===== config.mk =====
export PLATFORM = sky130hd
export DESIGN_NAME = nvdla_hwpe_dbb_initiator
export DESIGN_NICKNAME = d
export VERILOG_FILES = /design/src/rtl/nvdla_hwpe_dbb_initiator.sv
export SDC_FILE = /design/constraint.sdc
export NUM_CORES = 2
export LEC_CHECK = 0
export CAP_MARGIN = 20
export CORE_AREA = 2 2 557 559
export DETAILED_ROUTE_END_ITERATION = 12
export DIE_AREA = 0 0 559 561
export SYNTH_ARGS = -nofsm -noshare
export SYNTH_HDL_FRONTEND = slang
export SYNTH_SLANG_ARGS = --single-unit

===== constraint.sdc =====
create_clock -name clk_i -period 3.8 [get_ports clk_i]
set_input_delay 0.57 -clock clk_i [delete_from_list [all_inputs] [get_ports clk_i]]
set_output_delay 0.57 -clock clk_i [all_outputs]
set_load 0.1 [all_outputs]

===== src/rtl/nvdla_hwpe_dbb_initiator.sv =====
// nvdla_hwpe_dbb_initiator
//
// Initiator (master) bridge between an HWPE engine and the NVDLA DBB
// channels. A job is programmed with start_i.
// - Write jobs pack the 32-bit in_* stream into DBB_DW-wide write beats.
// - Read jobs unpack DBB_DW-wide read beats into the 32-bit out_* stream.
//
// Ports
//   clk_i, rst_ni, clear_i       : clock, synchronous active-low reset, soft clear
//   start_i, rnw_i, addr_i,
//   len_i, id_i                  : job programming (len_i = beat count, 0 is illegal)
//   busy_o, done_o, err_o        : status (done_o is a one-cycle pulse, err_o is sticky)
//   in_*                         : 32-bit write payload sink
//   out_*                        : 32-bit read payload source (strb is always 4'hF)
//   wreq_*, wdat_*, wrsp_*       : DBB write request, write data and write response
//   rreq_*, rdat_*               : DBB read request and read data
//
// Optional feature: define NVDLA_HWPE_DBB_INIT_ID_CHECK_EN to compare wrsp_id_i
// and every accepted rdat_id_i against the job ID. A mismatch sets err_o and
// the job still completes.
module nvdla_hwpe_dbb_initiator #(
    parameter int unsigned DBB_DW = 512,
    parameter int unsigned AW     = 64
) (
    input  logic                clk_i,
    input  logic                rst_ni,
    input  logic                clear_i,
    input  logic                start_i,
    input  logic                rnw_i,
    input  logic [AW-1:0]       addr_i,
    input  logic [7:0]          len_i,
    input  logic [7:0]          id_i,
    output logic                busy_o,
    output logic                done_o,
    output logic                err_o,
    input  logic [31:0]         in_data_i,
    input  logic [3:0]          in_strb_i,
    input  logic                in_valid_i,
    output logic                in_ready_o,
    output logic [31:0]         out_data_o,
    output logic [3:0]          out_strb_o,
    output logic                out_valid_o,
    input  logic                out_ready_i,
    output logic                wreq_valid_o,
    input  logic                wreq_ready_i,
    output logic [AW-1:0]       wreq_addr_o,
    output logic [7:0]          wreq_len_o,
    output logic [7:0]          wreq_id_o,
    output logic                wdat_valid_o,
    input  logic                wdat_ready_i,
    output logic [DBB_DW-1:0]   wdat_data_o,
    output logic [DBB_DW/8-1:0] wdat_strb_o,
    output logic                wdat_last_o,
    input  logic                wrsp_valid_i,
    output logic                wrsp_ready_o,
    input  logic [7:0]          wrsp_id_i,
    output logic                rreq_valid_o,
    input  logic                rreq_ready_i,
    output logic [AW-1:0]       rreq_addr_o,
    output logic [7:0]          rreq_len_o,
    output logic [7:0]          rreq_id_o,
    input  logic                rdat_valid_i,
    output logic                rdat_ready_o,
    input  logic [DBB_DW-1:0]   rdat_data_i,
    input  logic [7:0]          rdat_id_i,
    input  logic                rdat_last_i
);

    localparam int unsigned R    = DBB_DW / 32;
    localparam int unsigned IdxW = (R > 1) ? $clog2(R) : 1;
    localparam logic [IdxW-1:0] LastIdx = IdxW'(R - 1);

    typedef enum logic [2:0] {
        StIdle, StWreq, StWdata, StWresp, StRreq, StRdata, StDone
    } state_e;

    state_e r_state, w_state_d;

    logic [AW-1:0]       r_addr;
    logic [7:0]          r_len;
    logic [7:0]          r_id;
    logic [7:0]          r_beat;
    logic [IdxW-1:0]     r_widx;
    logic [IdxW-1:0]     r_ridx;
    logic [DBB_DW-1:0]   r_buf;
    logic [DBB_DW/8-1:0] r_wstrb;
    logic                r_wreq_valid;
    logic                r_rreq_valid;
    logic                r_wdat_valid;
    logic                r_wdat_last;
    logic                r_rfull;
    logic                r_rlast;
    logic                r_out_valid;
    logic [31:0]         r_out_data;
    logic                r_busy;
    logic                r_done;
    logic                r_err;

    logic            w_start_acc;
    logic            w_wreq_hs;
    logic            w_rreq_hs;
    logic            w_in_hs;
    logic            w_wdat_hs;
    logic            w_wrsp_hs;
    logic            w_rdat_hs;
    logic            w_out_hs;
    logic            w_beat_is_len;
    logic            w_rbeat_end;
    logic            w_rjob_end;
    logic            w_wrsp_id_err;
    logic            w_rdat_id_err;
    logic [IdxW-1:0] w_ridx_nxt;

`ifdef NVDLA_HWPE_DBB_INIT_ID_CHECK_EN
    assign w_wrsp_id_err = (wrsp_id_i != r_id);
    assign w_rdat_id_err = (rdat_id_i != r_id);
`else
    logic w_unused_id;
    assign w_unused_id   = ^{wrsp_id_i, rdat_id_i};
    assign w_wrsp_id_err = 1'b0;
    assign w_rdat_id_err = 1'b0;
`endif

    // Ready outputs are decoded from registered state only.
    assign in_ready_o   = (r_state == StWdata) && !r_wdat_valid;
    assign wrsp_ready_o = (r_state == StWresp);
    assign rdat_ready_o = (r_state == StRdata) && !r_rfull;

    assign w_start_acc   = (r_state == StIdle) && start_i;
    assign w_wreq_hs     = r_wreq_valid && wreq_ready_i;
    assign w_rreq_hs     = r_rreq_valid && rreq_ready_i;
    assign w_in_hs       = in_valid_i && in_ready_o;
    assign w_wdat_hs     = r_wdat_valid && wdat_ready_i;
    assign w_wrsp_hs     = wrsp_valid_i && wrsp_ready_o;
    assign w_rdat_hs     = rdat_valid_i && rdat_ready_o;
    assign w_out_hs      = r_out_valid && out_ready_i;
    assign w_beat_is_len = (r_beat == r_len);
    assign w_ridx_nxt    = r_ridx + IdxW'(1);
    // A read job ends on draining the beat that hits len or carries rdat_last.
    assign w_rbeat_end   = w_out_hs && (r_ridx == LastIdx);
    assign w_rjob_end    = w_rbeat_end && (w_beat_is_len || r_rlast);

    always_ff @(posedge clk_i) begin
        if (!rst_ni || clear_i) begin
            r_state <= StIdle;
        end else begin
            r_state <= w_state_d;
        end
    end

    always_comb begin
        w_state_d = r_state;
        unique case (r_state)
            StIdle: begin
                if (start_i) begin
                    if (len_i == 8'd0) begin
                        w_state_d = StDone;
                    end else begin
                        w_state_d = rnw_i ? StRreq : StWreq;
                    end
                end
            end
            StWreq:  if (w_wreq_hs) w_state_d = StWdata;
            StWdata: if (w_wdat_hs && r_wdat_last) w_state_d = StWresp;
            StWresp: if (w_wrsp_hs) w_state_d = StDone;
            StRreq:  if (w_rreq_hs) w_state_d = StRdata;
            StRdata: if (w_rjob_end) w_state_d = StDone;
            StDone:  w_state_d = StIdle;
            default: w_state_d = StIdle;
        endcase
    end

    always_ff @(posedge clk_i) begin
        if (!rst_ni || clear_i) begin
            r_addr       <= '0;
            r_len        <= '0;
            r_id         <= '0;
            r_beat       <= '0;
            r_widx       <= '0;
            r_ridx       <= '0;
            r_buf        <= '0;
            r_wstrb      <= '0;
            r_wreq_valid <= 1'b0;
            r_rreq_valid <= 1'b0;
            r_wdat_valid <= 1'b0;
            r_wdat_last  <= 1'b0;
            r_rfull      <= 1'b0;
            r_rlast      <= 1'b0;
            r_out_valid  <= 1'b0;
            r_out_data   <= '0;
            r_busy       <= 1'b0;
            r_done       <= 1'b0;
            r_err        <= 1'b0;
        end else begin
            r_busy <= (w_state_d != StIdle);
            r_done <= (r_state == StDone);

            if (w_start_acc) begin
                r_err        <= (len_i == 8'd0);
                r_addr       <= addr_i;
                r_len        <= len_i;
                r_id         <= id_i;
                r_beat       <= 8'd1;
                r_widx       <= '0;
                r_ridx       <= '0;
                r_wreq_valid <= (len_i != 8'd0) && !rnw_i;
                r_rreq_valid <= (len_i != 8'd0) && rnw_i;
            end

            if (w_wreq_hs) r_wreq_valid <= 1'b0;
            if (w_rreq_hs) r_rreq_valid <= 1'b0;

            // Pack: word k of a beat goes to lane k; the R-th word closes the beat.
            if (w_in_hs) begin
                r_buf[32*r_widx +: 32]  <= in_data_i;
                r_wstrb[4*r_widx +: 4]  <= in_strb_i;
                if (r_widx == LastIdx) begin
                    r_widx       <= '0;
                    r_wdat_valid <= 1'b1;
                    r_wdat_last  <= w_beat_is_len;
                end else begin
                    r_widx <= r_widx + IdxW'(1);
                end
            end

            if (w_wdat_hs) begin
                r_wdat_valid <= 1'b0;
                r_wdat_last  <= 1'b0;
                if (!r_wdat_last) r_beat <= r_beat + 8'd1;
            end

            if (w_wrsp_hs && w_wrsp_id_err) r_err <= 1'b1;

            // Unpack: capture a whole beat, word 0 is presented immediately.
            if (w_rdat_hs) begin
                r_buf       <= rdat_data_i;
                r_rfull     <= 1'b1;
                r_rlast     <= rdat_last_i;
                r_ridx      <= '0;
                r_out_valid <= 1'b1;
                r_out_data  <= rdat_data_i[31:0];
                if (w_rdat_id_err) r_err <= 1'b1;
            end

            if (w_out_hs) begin
                if (r_ridx == LastIdx) begin
                    r_out_valid <= 1'b0;
                    r_rfull     <= 1'b0;
                    r_ridx      <= '0;
                    if (w_beat_is_len != r_rlast) r_err <= 1'b1;
                    if (!w_beat_is_len && !r_rlast) r_beat <= r_beat + 8'd1;
                end else begin
                    r_ridx     <= w_ridx_nxt;
                    r_out_data <= r_buf[32*w_ridx_nxt +: 32];
                end
            end
        end
    end

    assign busy_o       = r_busy;
    assign done_o       = r_done;
    assign err_o        = r_err;
    assign out_data_o   = r_out_data;
    assign out_strb_o   = 4'hF;
    assign out_valid_o  = r_out_valid;
    assign wreq_valid_o = r_wreq_valid;
    assign wreq_addr_o  = r_addr;
    assign wreq_len_o   = r_len;
    assign wreq_id_o    = r_id;
    assign wdat_valid_o = r_wdat_valid;
    assign wdat_data_o  = r_buf;
    assign wdat_strb_o  = r_wstrb;
    assign wdat_last_o  = r_wdat_last;
    assign rreq_valid_o = r_rreq_valid;
    assign rreq_addr_o  = r_addr;
    assign rreq_len_o   = r_len;
    assign rreq_id_o    = r_id;

endmodule


* Word level (Yosys, flattened, before mapping) *
Index checks and enable logic that the tools add are counted.
Widths: inputs -> output; s select.

operators by class
  eq/ne operators = 10
  $add $sub $neg = 5
  shifts and indexed selects = 5
  divide/modulo/power cells = 0
  bitwise logic cells = 0
  reductions and logical operators = 35
  mux-type cells = 38
  magnitude comparators = 0
  multiply operators = 0

operators by type and width
  operator                   number
  $mux 512                   2
  $bwmux 512                 1
  $shift 32x34->512 const A  1
  $shiftx 32x34->512         1
  $shiftx 512x10->32         1
  $mux 32                    3
  $bwmux 64                  1
  $shift 4x34->64 const A    1
  $shiftx 4x34->64           1
  $mux 8                     6
  $neg 6->34                 1
  $neg 9->34                 1
  $mux 3                     8
  $mux 4                     6
  $pmux 3 s6                 1
  $logic_and 1x1->1          16
  $mux 1                     10
  $eq 3x3->1 const B         3
  $add 4x1->4 const B        2
  $add 8x1->8 const B        1
  $eq 4x4->1 const B         2
  $eq 8x8->1                 1
  $logic_not 8->1            1
  $reduce_bool 8->1          1
  10 further kinds           21

storage, ports and cells
  input bits = 657
  ROM bits = 0
  latch bits = 0
  memory bits (writable) = 0
  register bits after elaboration = 717
  memories = 0
  output and inout port bits = 783
  logic and storage cells = 113

* Depth between registers and ports, before layout *
  word-level depth = 8
  depth in mapped cells = 12
  mapped depth without buffers = 9

* Least setup slack after synthesis *
No wires, ideal clock.

  kind = register to register
  from = reg r_wdat_valid, in the netlist wdat_valid_o
  to = reg r_buf[356], in the netlist wdat_data_o[356]
  setup slack = 0.990 ns
  required time = 3.729 ns
  library setup time = 0.071 ns
  cell stages (with the launch flop) = 9
  arrival time = 2.739 ns
  clock period less this slack = 2.810 ns
  cell sequence = dfxtp_1 -> or4b_4 -> clkinv_4 -> and3_1 -> buf_2 -> a21oi_1 -> clkbuf_1 -> a22oi_1 -> a21oi_1

between the ends
  longest elaborated chain between the ends = 4

RTL lines
  item                                line  source
  from (decl)                         89    logic r_wdat_valid;
  from (signal assigned)              185   r_wdat_valid <= 1'b0;
  from (signal assigned)              219   r_wdat_valid <= 1'b1;
  from (signal assigned)              227   r_wdat_valid <= 1'b0;
  $logic_not 1->1                     125   assign in_ready_o = (r_state == StWdata) && !r_wdat_valid;
  $logic_and 1x1->1                   125
  via in_ready_o                      39    output logic in_ready_o,
  $logic_and 1x1->1                   132   assign w_in_hs = in_valid_i && in_ready_o;
  $reduce_bool 2->1 (no source line)  -
  to (signal, indexed assignment)     215   r_buf[32*r_widx +: 32] <= in_data_i;
  to (signal assigned)                236   r_buf <= rdat_data_i;
  to (decl)                           85    logic [DBB_DW-1:0] r_buf;

The timed path passes the listed nets, and every way through them passes these cells.
A chain may end at the register's enable or synchronous reset.

* Final worst setup path *
  from = reg r_len[0], in the netlist rreq_len_o[0]
  to = out rreq_len_o[0]

RTL lines
  item                    line  source
  from (decl)             80    logic [7:0] r_len;
  from (signal assigned)  201   r_len <= len_i;
  to (decl)               60    output logic [7:0] rreq_len_o,

No word-level cell between the ends.

==> reports/qor.csv <==
metric,value,unit
status,"finished, final reports clean",
post-synth top area cell,dfxtp_1,
Resized Gates After CTS,0,
Syn Inst Count,3840,
Setup Viol. Count Final,0,
first-pass GRT wire length,420.1,mm
GR Util All Layers,0.2054,
die area,0.3136,mm²
post-synth cell types,73,
GPL Wtd Cong,0.9473,
Area growth syn-to-layout,63.42,%
Tot Pwr,19.00,mW
Layout Skew,68.66,ps
number of H-tree levels,3,
number of global-route vias before repair,36140,
top sig layer,met5,
"Async S/R FF share, synth",0,
final worst-path cycle share,0.8741,
Critical Path RT,3230,ps
RSZ-0062 raised after global routing,false,
P_leak,17.69,nW
setup tns final,0,ps
final antenna-violating net count,0,
post-synthesis register bit count,717,
antenna violations before repair,115,
Initial DRC Count,5644,
Pint,13.70,mW
clk_lat worst skew,810,ps
Area contributors post-synth,"dfxtp_1 42%, nand2_1 9.8%, mux4_2 8.5%, a21oi_1 6.5%, mux2i_1 5.4%",
Via density,4.287,
clk sinks,717,
"Top FF cell, synth",dfxtp_1,
Hold Slack,294.6,ps
Relative slew margins,0.1791,
Setup crit start kind,flop,
Worst setup EP type,primary output,
Rows,204,
Syn. warnings,0,
Max Cap Viol,0,
Met3 Wirelength,52.07,mm
kind of critical path,reg -> out,
drt total wl,337.8,mm
clock slew at reported path FFs,60,ps
detailed-route via count,39820,
switching share of power,0.2793,
Worst Path Max Fanout,4,
# nets final,5707,
DR WL met2,145.2,mm
Peak VDD IR,328.8,µV
Worst path top cell family by delay,buffers and inverters,
Hold Path Class,in -> reg,
layout cells sized above 1,0.1830,
Residual DRC,0,
Net Sw Power,5.307,mW
Final Max Tran Viols,0,
fill count,34410,
final HPWL from detailed placement,275.9,mm
drt first pass iters,6,
Reg2Reg Depth,8,
Max Clk Rate,301.1,MHz
Gate power share,0.106,
M1 WL,116.9,mm
sequential share of power,0.400,
Syn Std Cell Area,0.03386,mm²
port bufs,1419,
largest net degree at the start of global routing,102,
CTS Hold Bufs,0,
CTS tree,yes,
register area share after synthesis,0.4239,
Root Buffer,clkbuf_16,
Die W,559,µm
Yosys top cell area share,0.4239,
total CTS buffers,96,
DR WL/cell,36.37,µm
pwr/cell area,343.4,mW/mm²
critical path cell sequence,clkdlybuf4s50_1,
I/O pin total,1440,
hold depth,3,
Max stage delay on crit path,1280,ps
CP max stage cell,clkdlybuf4s50_1,
Clock Power Share,0.494,
CP Depth,1,
Tightest Pin Transition,1227,ps
final hold vios,0,
worst path bufs/invs,1,
Syn Area/Cell,8.818,µm²
"EDFF count, synth",0,
data arrival time of the critical path,2750,ps
core area,0.3076,mm²
fin util,0.1799,
Tmin final,3322,ps
postcts setup bufs,0,
clock buffer depth,4,
GRT overflow,0,
Initial Util,0.1101,
Die Ht,561,µm
## cells in the final DEF (no fill, tap or decap), types with 62 or more instances in the layout
master           Yosys  final
a21oi_1            439    434
a22oi_1            194    194
a2bb2oi_1           64     64
a311oi_1            65     65
a31oi_1             68     67
buf_4               89    503
clkbuf_16            0     96
clkdlybuf4s50_1      0   1002
dfxtp_1            717    716
mux2i_1            183    183
mux4_2             128    128
nand2_1            881    878
nand3_1             83     83
nor2_1             150    144
o21ai_0             62     62
## final timing paths
path,from,slack [ps],to
max,rreq_len_o[0]$_SDFFE_PP0P_,480,rreq_len_o[0]
min,addr_i[5],290,rreq_addr_o[5]$_SDFFE_PP0P_
max reg2reg,r_widx[1]$_SDFFE_PP0P_,550,wdat_data_o[402]$_SDFFE_PP0P_
min reg2reg,wdat_strb_o[21]$_SDFFE_PP0P_,450,wdat_strb_o[21]$_SDFFE_PP0P_
## power groups by stage
stage | combinational [mW] | clock (mW) | sequential [mW]
CTS | 2.00 | 9.57 | 7.60
global placement | 1.99 | 0 | 7.77
detailed placement | 1.99 | 0 | 7.77
floorplan | 0.579 | 0 | 7.98
global route | 2.05 | 9.78 | 7.60
finish | 2.01 | 9.39 | 7.60
## per-stage QoR
step,std cells,cell area (µm²),setup WS [ps]
after floorplan,3843,33870,989.9
after global placement,9063,52060,515.7
after detailed placement,9064,52080,504.9
after CTS,9230,55200,417.5
after global routing,9261,55270,396.7
final,9287,55340,478.3
## state kept, by name, summed over array words and instances, names as in the netlist, 3 cells and up
signal	cells
r_state	3
r_widx	4
rreq_id_o	8
rreq_len_o	8
out_data_o	32
rreq_addr_o	64
r_beat	8
wdat_strb_o	64
wdat_data_o	512
r_ridx	4
## routing by layer
metal,vias to the layer above,GRT usage
li1,16260,-
met1,19700,0.2214
met2,3145,0.3150
met3,663,0.1174
met4,44,0.1148
met5,-,0
## cells in the mapped netlist, types with 6 or more instances
master     instances
a211oi_1          23
a211oi_2          10
a21oi_1          439
a221o_1           32
a222oi_1          32
a22oi_1          194
a2bb2oi_1         64
a311oi_1          65
a31oi_1           68
and2_1             6
and3_1            16
buf_1             16
buf_2            117
buf_4             89
clkbuf_1         261
dfxtp_1          717
ha_1               8
inv_1              7
mux2i_1          183
mux4_2           128
nand2_1          881
nand3_1           83
nand4_1           10
nor2_1           150
nor2b_1            7
nor3_1            37
o21ai_0           62
o21ai_1           10
o2bb2ai_1         32
xor2_1            10
## layout make-up
type / instances / area [µm²] / share of cell area
timing repair buffer: 1593 / 15110 / 0.2731
sequential: 717 / 14360 / 0.2595
multi-input combinational: 2626 / 17420 / 0.3148
clock buffer: 135 / 2779 / 0.05022
antenna: 57 / 142.6 / 0.002578
tap: 4120 / 5155 / 0.09315
inverter: 8 / 35.03 / 0.0006331
clock inverter: 31 / 337.8 / 0.006105
## cells by family after synthesis
| family | after synthesis | share of synthesized area |
|---|---|---|
| xor+xnor | 13 | 0.003806 |
| other cells | 1 | 0.0001107 |
| simple gates | 1229 | 0.1488 |
| buf+inv | 500 | 0.07102 |
| mux | 311 | 0.1392 |
| flops | 717 | 0.4239 |
| compound gates | 1061 | 0.2102 |
| fa+ha+maj | 8 | 0.002956 |
Power figures use the tool's default switching activity.
